File: src/rtl/alu_pkg.sv
// Shared ALU/divider definitions for the execute stage.
package alu_pkg;

  typedef enum logic [2:0] {
    AluAnd = 3'b000,
    AluOr  = 3'b001,
    AluAdd = 3'b010,
    AluSub = 3'b100,
    AluMul = 3'b101,
    AluSlt = 3'b110
  } alu_ctrl_e;

  typedef enum logic [1:0] {
    IDLE   = 2'b00,
    RUN    = 2'b01,
    FINISH = 2'b10
  } div_state_e;

  localparam int unsigned DIV_WIDTH   = 32;
  // Cycles from an accepted Start to the Done pulse, used by the hazard unit.
  localparam int unsigned DIV_LATENCY = DIV_WIDTH + 1;

  function automatic int unsigned div_latency(input int unsigned width);
    return width + 1;
  endfunction

endpackage

File: src/rtl/div_step.sv
// One restoring-division iteration: shift the next dividend bit in, trial-subtract the divisor.
module div_step #(
  parameter int WIDTH = 32
) (
  input  logic [WIDTH-1:0] rem_acc,
  input  logic [WIDTH-1:0] quo_acc,
  input  logic [WIDTH-1:0] divisor,
  output logic [WIDTH-1:0] rem_next,
  output logic [WIDTH-1:0] quo_next
);

  logic [WIDTH:0] shifted;
  logic [WIDTH:0] trial;

  // rem_acc stays below the divisor and below 2^(step count), so its MSB is zero whenever
  // another step follows; the shifted value therefore fits in WIDTH+1 bits.
  always_comb begin
    shifted  = {rem_acc, quo_acc[WIDTH-1]};
    trial    = shifted - {1'b0, divisor};
    rem_next = trial[WIDTH] ? shifted[WIDTH-1:0] : trial[WIDTH-1:0];
    quo_next = {quo_acc[WIDTH-2:0], ~trial[WIDTH]};
  end

endmodule

File: src/rtl/alu_divider.sv
// Iterative restoring divider beside the execute-stage ALU (DIV/DIVU).
// Optional signed support is enabled by defining DIV_SIGNED_EN.
module alu_divider
  import alu_pkg::*;
#(
  parameter int WIDTH = 32
) (
  input  logic             CLK,
  input  logic             RST,
  input  logic             Start,
  input  logic [WIDTH-1:0] SrcA,
  input  logic [WIDTH-1:0] SrcB,
`ifdef DIV_SIGNED_EN
  input  logic             DivSigned,
`endif
  output logic [WIDTH-1:0] Quotient,
  output logic [WIDTH-1:0] Remainder,
  output logic             Busy,
  output logic             Done,
  output logic             DivByZero
);

  localparam int CNT_W = $clog2(WIDTH + 1);

  div_state_e       state;
  logic [CNT_W-1:0] cnt;
  logic [WIDTH-1:0] rem_acc;
  logic [WIDTH-1:0] quo_acc;
  logic [WIDTH-1:0] divisor;
  logic [WIDTH-1:0] rem_step;
  logic [WIDTH-1:0] quo_step;
  logic [WIDTH-1:0] dividend_in;
  logic [WIDTH-1:0] divisor_in;
  logic [WIDTH-1:0] quo_out;
  logic [WIDTH-1:0] rem_out;
  logic             accept;

  div_step #(
    .WIDTH(WIDTH)
  ) u_step (
    .rem_acc (rem_acc),
    .quo_acc (quo_acc),
    .divisor (divisor),
    .rem_next(rem_step),
    .quo_next(quo_step)
  );

  // Busy rises combinationally with an accepted Start so the stall lands in the request cycle.
  assign accept = ~RST & Start & (state != RUN);
  assign Busy   = (state == RUN) | accept;

`ifdef DIV_SIGNED_EN
  logic a_neg;
  logic b_neg;
  logic neg_q;
  logic neg_r;

  always_comb begin
    a_neg       = DivSigned & SrcA[WIDTH-1];
    b_neg       = DivSigned & SrcB[WIDTH-1];
    dividend_in = a_neg ? -SrcA : SrcA;
    divisor_in  = b_neg ? -SrcB : SrcB;
    quo_out     = neg_q ? -quo_step : quo_step;
    rem_out     = neg_r ? -rem_step : rem_step;
  end
`else
  always_comb begin
    dividend_in = SrcA;
    divisor_in  = SrcB;
    quo_out     = quo_step;
    rem_out     = rem_step;
  end
`endif

  always_ff @(posedge CLK) begin
    if (RST) begin
      state     <= IDLE;
      cnt       <= '0;
      rem_acc   <= '0;
      quo_acc   <= '0;
      divisor   <= '0;
      Quotient  <= '0;
      Remainder <= '0;
      Done      <= 1'b0;
      DivByZero <= 1'b0;
`ifdef DIV_SIGNED_EN
      neg_q     <= 1'b0;
      neg_r     <= 1'b0;
`endif
    end else begin
      Done <= 1'b0;
      case (state)
        RUN: begin
          rem_acc <= rem_step;
          quo_acc <= quo_step;
          cnt     <= cnt - 1'b1;
          if (cnt == CNT_W'(1)) begin
            state     <= FINISH;
            Done      <= 1'b1;
            Quotient  <= quo_out;
            Remainder <= rem_out;
          end
        end
        default: begin
          if (accept) begin
            DivByZero <= 1'b0;
            if (SrcB == '0) begin
              // No iterations needed: the result is fixed and available on FINISH entry.
              state     <= FINISH;
              Done      <= 1'b1;
              Quotient  <= '1;
              Remainder <= SrcA;
              DivByZero <= 1'b1;
            end else begin
              state   <= RUN;
              rem_acc <= '0;
              quo_acc <= dividend_in;
              divisor <= divisor_in;
              cnt     <= CNT_W'(WIDTH);
`ifdef DIV_SIGNED_EN
              neg_q   <= a_neg ^ b_neg;
              neg_r   <= a_neg;
`endif
            end
          end else begin
            state <= IDLE;
          end
        end
      endcase
    end
  end

endmodule
File: config.mk
export PLATFORM = sky130hd
export DESIGN_NAME = alu_divider
export DESIGN_NICKNAME = d
export VERILOG_FILES = /design/src/rtl/alu_pkg.sv /design/src/rtl/div_step.sv /design/src/rtl/alu_divider.sv
export SDC_FILE = /design/constraint.sdc
export NUM_CORES = 1
export LEC_CHECK = 0
export CAP_MARGIN = 15
export CORE_MARGIN = 2
export CORE_UTILIZATION = 56
export CTS_BUF_LIST = sky130_fd_sc_hd__clkbuf_8
export DETAILED_ROUTE_END_ITERATION = 12
export PLACE_DENSITY = 0.93
export RECOVER_POWER = 25
export SYNTH_ARGS = -nofsm -noshare
export SYNTH_HDL_FRONTEND = slang
export SYNTH_SLANG_ARGS = --single-unit
File: constraint.sdc
create_clock -name CLK -period 3.4 [get_ports CLK]
set_clock_uncertainty 0.05 [all_clocks]
set_input_delay 0.51 -clock CLK [delete_from_list [all_inputs] [get_ports CLK]]
set_output_delay 0.51 -clock CLK [all_outputs]
set_load 0.01 [all_outputs]
==> results of run 1 <==
per-layer routing:
| metal | part of all wire [%] | track usage [%] |
|---|---|---|
| met4 | 2.7 | 11.2 |
| met1 | 45 | 41.8 |
| met5 | 0 | 0 |
| met3 | 8.4 | 5.42 |
| met2 | 44 | 44.3 |
metrics by stage:
stage                     total power [mW]  std cells  setup slack [ns]  utilization [%]
after floorplan                       8.53       1150             0.484                -
after global placement                10.0       1445             0.109             66.6
after detailed placement              10.2       1445            0.0265             66.6
after CTS                             11.6       1476            0.0388             69.0
after global routing                  12.8       1478           -0.0101             69.2
final                                 12.0       1478             0.150             69.2
registers in the layout (all words and copies together) (netlist names):
name and flops:
Quotient 32, Remainder 32, divisor 32, quo_acc 32, rem_acc 32, cnt 6, state 2, DivByZero 1
Done 1
where the power goes:
group / internal, mW / switching [mW]
combinational: 3.54 / 4.61
sequential: 2.22 / 0.254
clock: 0.533 / 0.818
total: 6.30 / 5.69
cell usage after synthesis (all sizes together) (9+ instances only):
cell type and n:
nand2 214, dfxtp 170, nor2 155, a21oi 91, clkbuf 65, nor3 57
a311oi 48, inv 41, ha 34, o21ai 30, nand3 24, xnor2 20
a21o 19, mux2 15, buf 13, xor2 13, o21bai 12, a31oi 10
nand4 9, nor4 9
layout make-up:
type	instances	area, µm²	share of cell area, %
sequential	170	3400	31.2
tap	216	270	2.48
clock buffer	17	234	2.14
multi-input combinational	861	5130	47.1
timing repair buffer	159	1580	14.5
inverter	41	154	1.41
clock inverter	14	136	1.25
logic make-up (layout without fill, tap and decap cells):
family / count (synthesis) / in the layout / synth area share, %
mux: 22 / 22 / 3.13
simple gates: 504 / 504 / 24.1
fa+ha+maj: 35 / 35 / 4.97
compound gates: 267 / 267 / 21.1
xor+xnor: 33 / 33 / 3.52
flops: 170 / 170 / 38.0
buf+inv: 119 / 231 / 5.28
worst min-delay path: cells and delay by family, from the launching register on:
kind / cells / cell delay (ns)
flops: 1 / 0.32
compound gates: 1 / 0.05
simple gates: 1 / 0.05
how the worst max path moves through the flow:
stage                startpoint            end  slack [ns]  depth (start not counted)
floorplan            divisor[8]  Remainder[11]        0.48                         11
global placement       SrcB[31]   Quotient[30]        0.11                          9
detailed placement     SrcB[31]  Remainder[23]        0.03                          7
CTS                 quo_acc[31]  Remainder[13]        0.04                         12
global route        quo_acc[31]   Remainder[5]       -0.01                         12
finish              quo_acc[31]   Remainder[2]        0.15                         12
timing repair:
| action | in CTS | in global routing |
|---|---|---|
| gates resized for setup | 0 | 3 |
| setup endpoints to repair | 0 | 32 |
| setup buffers | 0 | 2 |
| hold buffers | 0 | 0 |
==> impl_metrics.toml, run 1 <==
[routing]
ant_nets = 0
first_pass_iters = 6
drcViolationCount = 0
via_count = 8769
drt_iter0_drc = 954
wl_per_cell_um = 17.1
routed_wl_um = 25300
vias_per_cell = 5.93

[logic_synthesis]
syn_avg_cell_area_um2 = 7.79
synthTopCellsByArea = "dfxtp_1 38%, nand2_1 8.9%, nor2_1 6.5%"
synth_seq_cells = 170
synth_cell_type_count = 66
synth_flop_cell = "dfxtp_1"
synth_edf_count = 0
syn_area_um2 = 8960
yosys.area.top_type = "dfxtp_1"
yosysTopAreaCellShare_pct = 38.0
netlist_instances = 1150
synth_fp_nets = 1252
ys_async_sr_fraction_pct = 0
yosysSeqAreaShare_pct = 38.0
yosys_warnings = 0

[critical_path]
path_delay_family = "compound AO/OA/AOI/OAI gates"
r2r-end = "Remainder[2]"
reg2reg_slack_ns = 0.15
slowest_delay_ns = 0.38
worstReg2RegStart = "quo_acc[31]"
required_ns = 3.72
crit_fanout = 8
crit_type = "register to register"
cp.arrival_ns = 3.57
crit_chain = "inv_1 > ha_1 > fa_1 > nand2b_1 > a21oi_1 > nor3_2 > o211ai_4 > a21oi_4 > xor2_4 > buf_4 > mux2_4 > a311oi_2"
end_kind = "register"
crit_path_top_delay_cell = "fa_1"
critical_path_buf_inv_count = 2
cp-start-kind = "register"
rr_worst_depth = 12

[final_layout]
fin_nets = 1352
final_cell_mix = "213 x nand2_1, 170 x dfxtp_1, 155 x nor2_1"
area_delta_synth_final_pct = 21.7
drive_above_1_share_pct = 8.32
final_common_cell = "nand2_1"
fillCellCount = 1276
num_antenna_cells = 0
fin_area_um2 = 10900

[sta]
hold_slack_ns = 0.409
drv_slew = 0
fin_crit_sh_pct = 95.6
slew_headroom_pct = 31.1
setup_violations = 0
worstMarginPinSlew_ns = 1.03
timing_hold_violations_final = 0
totalNegativeSetupSlack_ns = 0
fin_crit_ns = 3.25
fmax_ghz = 0.308

[clocking]
cts_tree = "done"
numCtsBuffers = 17
htreeDepth = 4
clock_sinks = 170
cts_root_buf = "clkbuf_8"
worstSkewPairLatency_ns = 0.47
cts_buffer_depth = 2
clkTransAtPathRegs_ns = 0.09

[global_route]
antenna_found_initial = 0
grt_pass1_vias = 7817
grt-ovfl-total = 0
grt_pass1_wl_um = 39700
grt_max_degree = 97
grt_util_all_layers_pct = 29.4

[hold_path]
hold_path.startpoint = "divisor[31]"
hold-path-endpoint = "divisor[31]"
hp-class = "register to register"
hold_depth = 2

[place]
place.gp.congestion = 0.991
io_buffer_count = 133
place_hpwl_um = 18500
dpl_cell_area_um2 = 10500

[die]
coreArea_um2 = 15800
initial_core_util_pct = 56.8
die-area_um2 = 17000
fp.dieH_um = 131
die_w_um = 131
ios = 134
rows = 46

[power]
leakage_nw = 4.34
ir_drop_mv = 0.843
p_per_area_nw_per_um2 = 1100

[flow_run]
cap_violations = 0

[outcome]
status = "complete, no violations"
No activity file was read; power rests on OpenSTA's default activity.
==> inputs of run 2 (changes only) <==
CORE_MARGIN = unset   (was 2)
PLACE_DENSITY = 0.85   (was 0.93)
SLEW_MARGIN = 15   (was unset)
==> impl_metrics.toml, run 2 (synthesized netlist as in run 1, its figures left out) <==
[final_layout]
fin_area_um2 = 11000
final_cell_mix = "213 x nand2_1, 170 x dfxtp_1, 155 x nor2_1"
area_delta_synth_final_pct = 22.5
drive_above_1_share_pct = 9.04
num_antenna_cells = 0
final_util_pct = 71.1
fin_cells = 1483
final_common_cell = "nand2_1"
fin_nets = 1361
fillCellCount = 1316

[critical_path]
startpoint = "quo_acc[31]"
crit_chain = "inv_1 > ha_1 > fa_1 > nand2b_1 > a21oi_1 > nor3_2 > o211ai_4 > a21oi_4 > xor2_2 > buf_4 > mux2_4 > a311oi_2"
cp.depth = 12
worstReg2RegStart = "quo_acc[31]"
path_delay_family = "compound AO/OA/AOI/OAI gates"
crit_path_top_delay_cell = "fa_1"
cp.arrival_ns = 3.61
end_kind = "register"
cp-start-kind = "register"
critical_path_buf_inv_count = 2
reg2reg_slack_ns = 0.13
worstSetupEndpoint = "Remainder[11]"
slowest_delay_ns = 0.38
rr_worst_depth = 12
r2r-end = "Remainder[11]"
crit_fanout = 7
required_ns = 3.74
crit_type = "register to register"

[sta]
fin_crit_ns = 3.27
rsz0062_at_grt = "no"
totalNegativeSetupSlack_ns = 0
drv_slew = 0
fin_crit_sh_pct = 96.1
setup_violations = 0
slew_headroom_pct = 47.7
worstMarginPinSlew_ns = 0.782
timing_hold_violations_final = 0
fmax_ghz = 0.306

[place]
place.gp.congestion = 0.961
io_buffer_count = 133
placed_cells = 1451
dpl_cell_area_um2 = 10600
place_hpwl_um = 18300

[power]
p_per_area_nw_per_um2 = 1080
ir_drop_mv = 0.746
leakage_nw = 4.40

[die]
die_w_um = 129
ios = 134
fp.dieH_um = 129
coreArea_um2 = 15400
die-area_um2 = 16500
initial_core_util_pct = 58.1
rows = 45

[global_route]
antenna_found_initial = 0
grt_util_all_layers_pct = 30.4
grt_pass1_vias = 7802
grt_pass1_wl_um = 39700
grt_max_degree = 168
grt-ovfl-total = 0

[clocking]
cts_tree = "done"
cts_root_buf = "clkbuf_8"
numCtsBuffers = 17
cts_buffer_depth = 2
clkTransAtPathRegs_ns = 0.09
clock_sinks = 170
htreeDepth = 4
worstSkewPairLatency_ns = 0.48

[routing]
via_count = 8772
wl_met1_um = 11400
routed_wl_um = 24900
drcViolationCount = 0
ant_nets = 0
wl_met2_um = 11000
routed.top_layer = "met4"
wl_per_cell_um = 16.8
wl_met3_um = 2100
vias_per_cell = 5.92
drt_iter0_drc = 773
first_pass_iters = 5

[outcome]
status = "complete, no violations"

[flow_run]
cap_violations = 0

[hold_path]
hp-class = "register to register"
hold_path.startpoint = "divisor[11]"
==> run 2: cell count changes in the layout (fill, tap and decap cells not counted), moves of 2 or more <==
cell and delta:
buf_4 +11, inv_6 +2, clkinvlp_4 -2, inv_8 -2
==> run 2: metal layers <==
metal / global-route usage [%] / up-vias
li1: - / 4243
met1: 44.5 / 4079
met2: 46.3 / 409
met3: 4.91 / 41
met4: 8.24 / 0
met5: 0 / -
==> run 2: layout make-up <==
type,count,area [µm²],area share (%)
timing repair buffer,168,1630,14.8
sequential,170,3400,31.0
inverter,41,154,1.40
clock buffer,18,248,2.26
clock inverter,14,155,1.41
tap,211,264,2.41
multi-input combinational,861,5120,46.7
==> run 2: worst min-delay path by stage <==
stage	end	slack, ns	cells past startpoint
after global routing	divisor[13]	0.43	2
final	divisor[11]	0.41	2
after detailed placement	divisor[27]	0.40	2
after CTS	divisor[11]	0.41	2
after floorplan	divisor[10]	0.39	2
after global placement	divisor[19]	0.39	2
==> run 2: power breakdown <==
| group | total (mW) | switching (mW) | internal, mW |
|---|---|---|---|
| clock network | 1.46 | 0.836 | 0.628 |
| registers | 2.48 | 0.263 | 2.22 |
| logic | 7.90 | 4.54 | 3.36 |
| total | 11.8 | 5.64 | 6.21 |
==> run 2: metrics by stage <==
step	total power, mW	hold WS, ns	setup WS (ns)
after floorplan	8.53	0.386	0.484
after global placement	10.1	0.392	0.0645
after detailed placement	10.2	0.397	0.0418
after CTS	11.6	0.411	0.100
after global routing	12.5	0.431	0.0325
final	11.8	0.408	0.131
==> run 2: worst reg2reg max path: stages, from the launching register on <==
cell and delay, ns:
dfxtp_1 0.35, inv_1 0.06, ha_1 0.23, fa_1 0.38, nand2b_1 0.21, a21oi_1 0.24
nor3_2 0.13, o211ai_4 0.30, a21oi_4 0.14, xor2_2 0.26, buf_4 0.25, mux2_4 0.33
a311oi_2 0.25
==> run 2: repair_timing <==
action,4_1_cts,5_1_grt
setup buffers,0,0
endpoints found under the hold margin,0,0
hold buffers,0,0
endpoints found under the setup margin,0,13
gates resized for setup,0,1
==> inputs of run 3 (changes only) <==
CTS_CLUSTER_SIZE = 30   (was unset)
==> results of run 3 <==
Same layout as run 2: the final DEF is identical, and so are final timing and power.
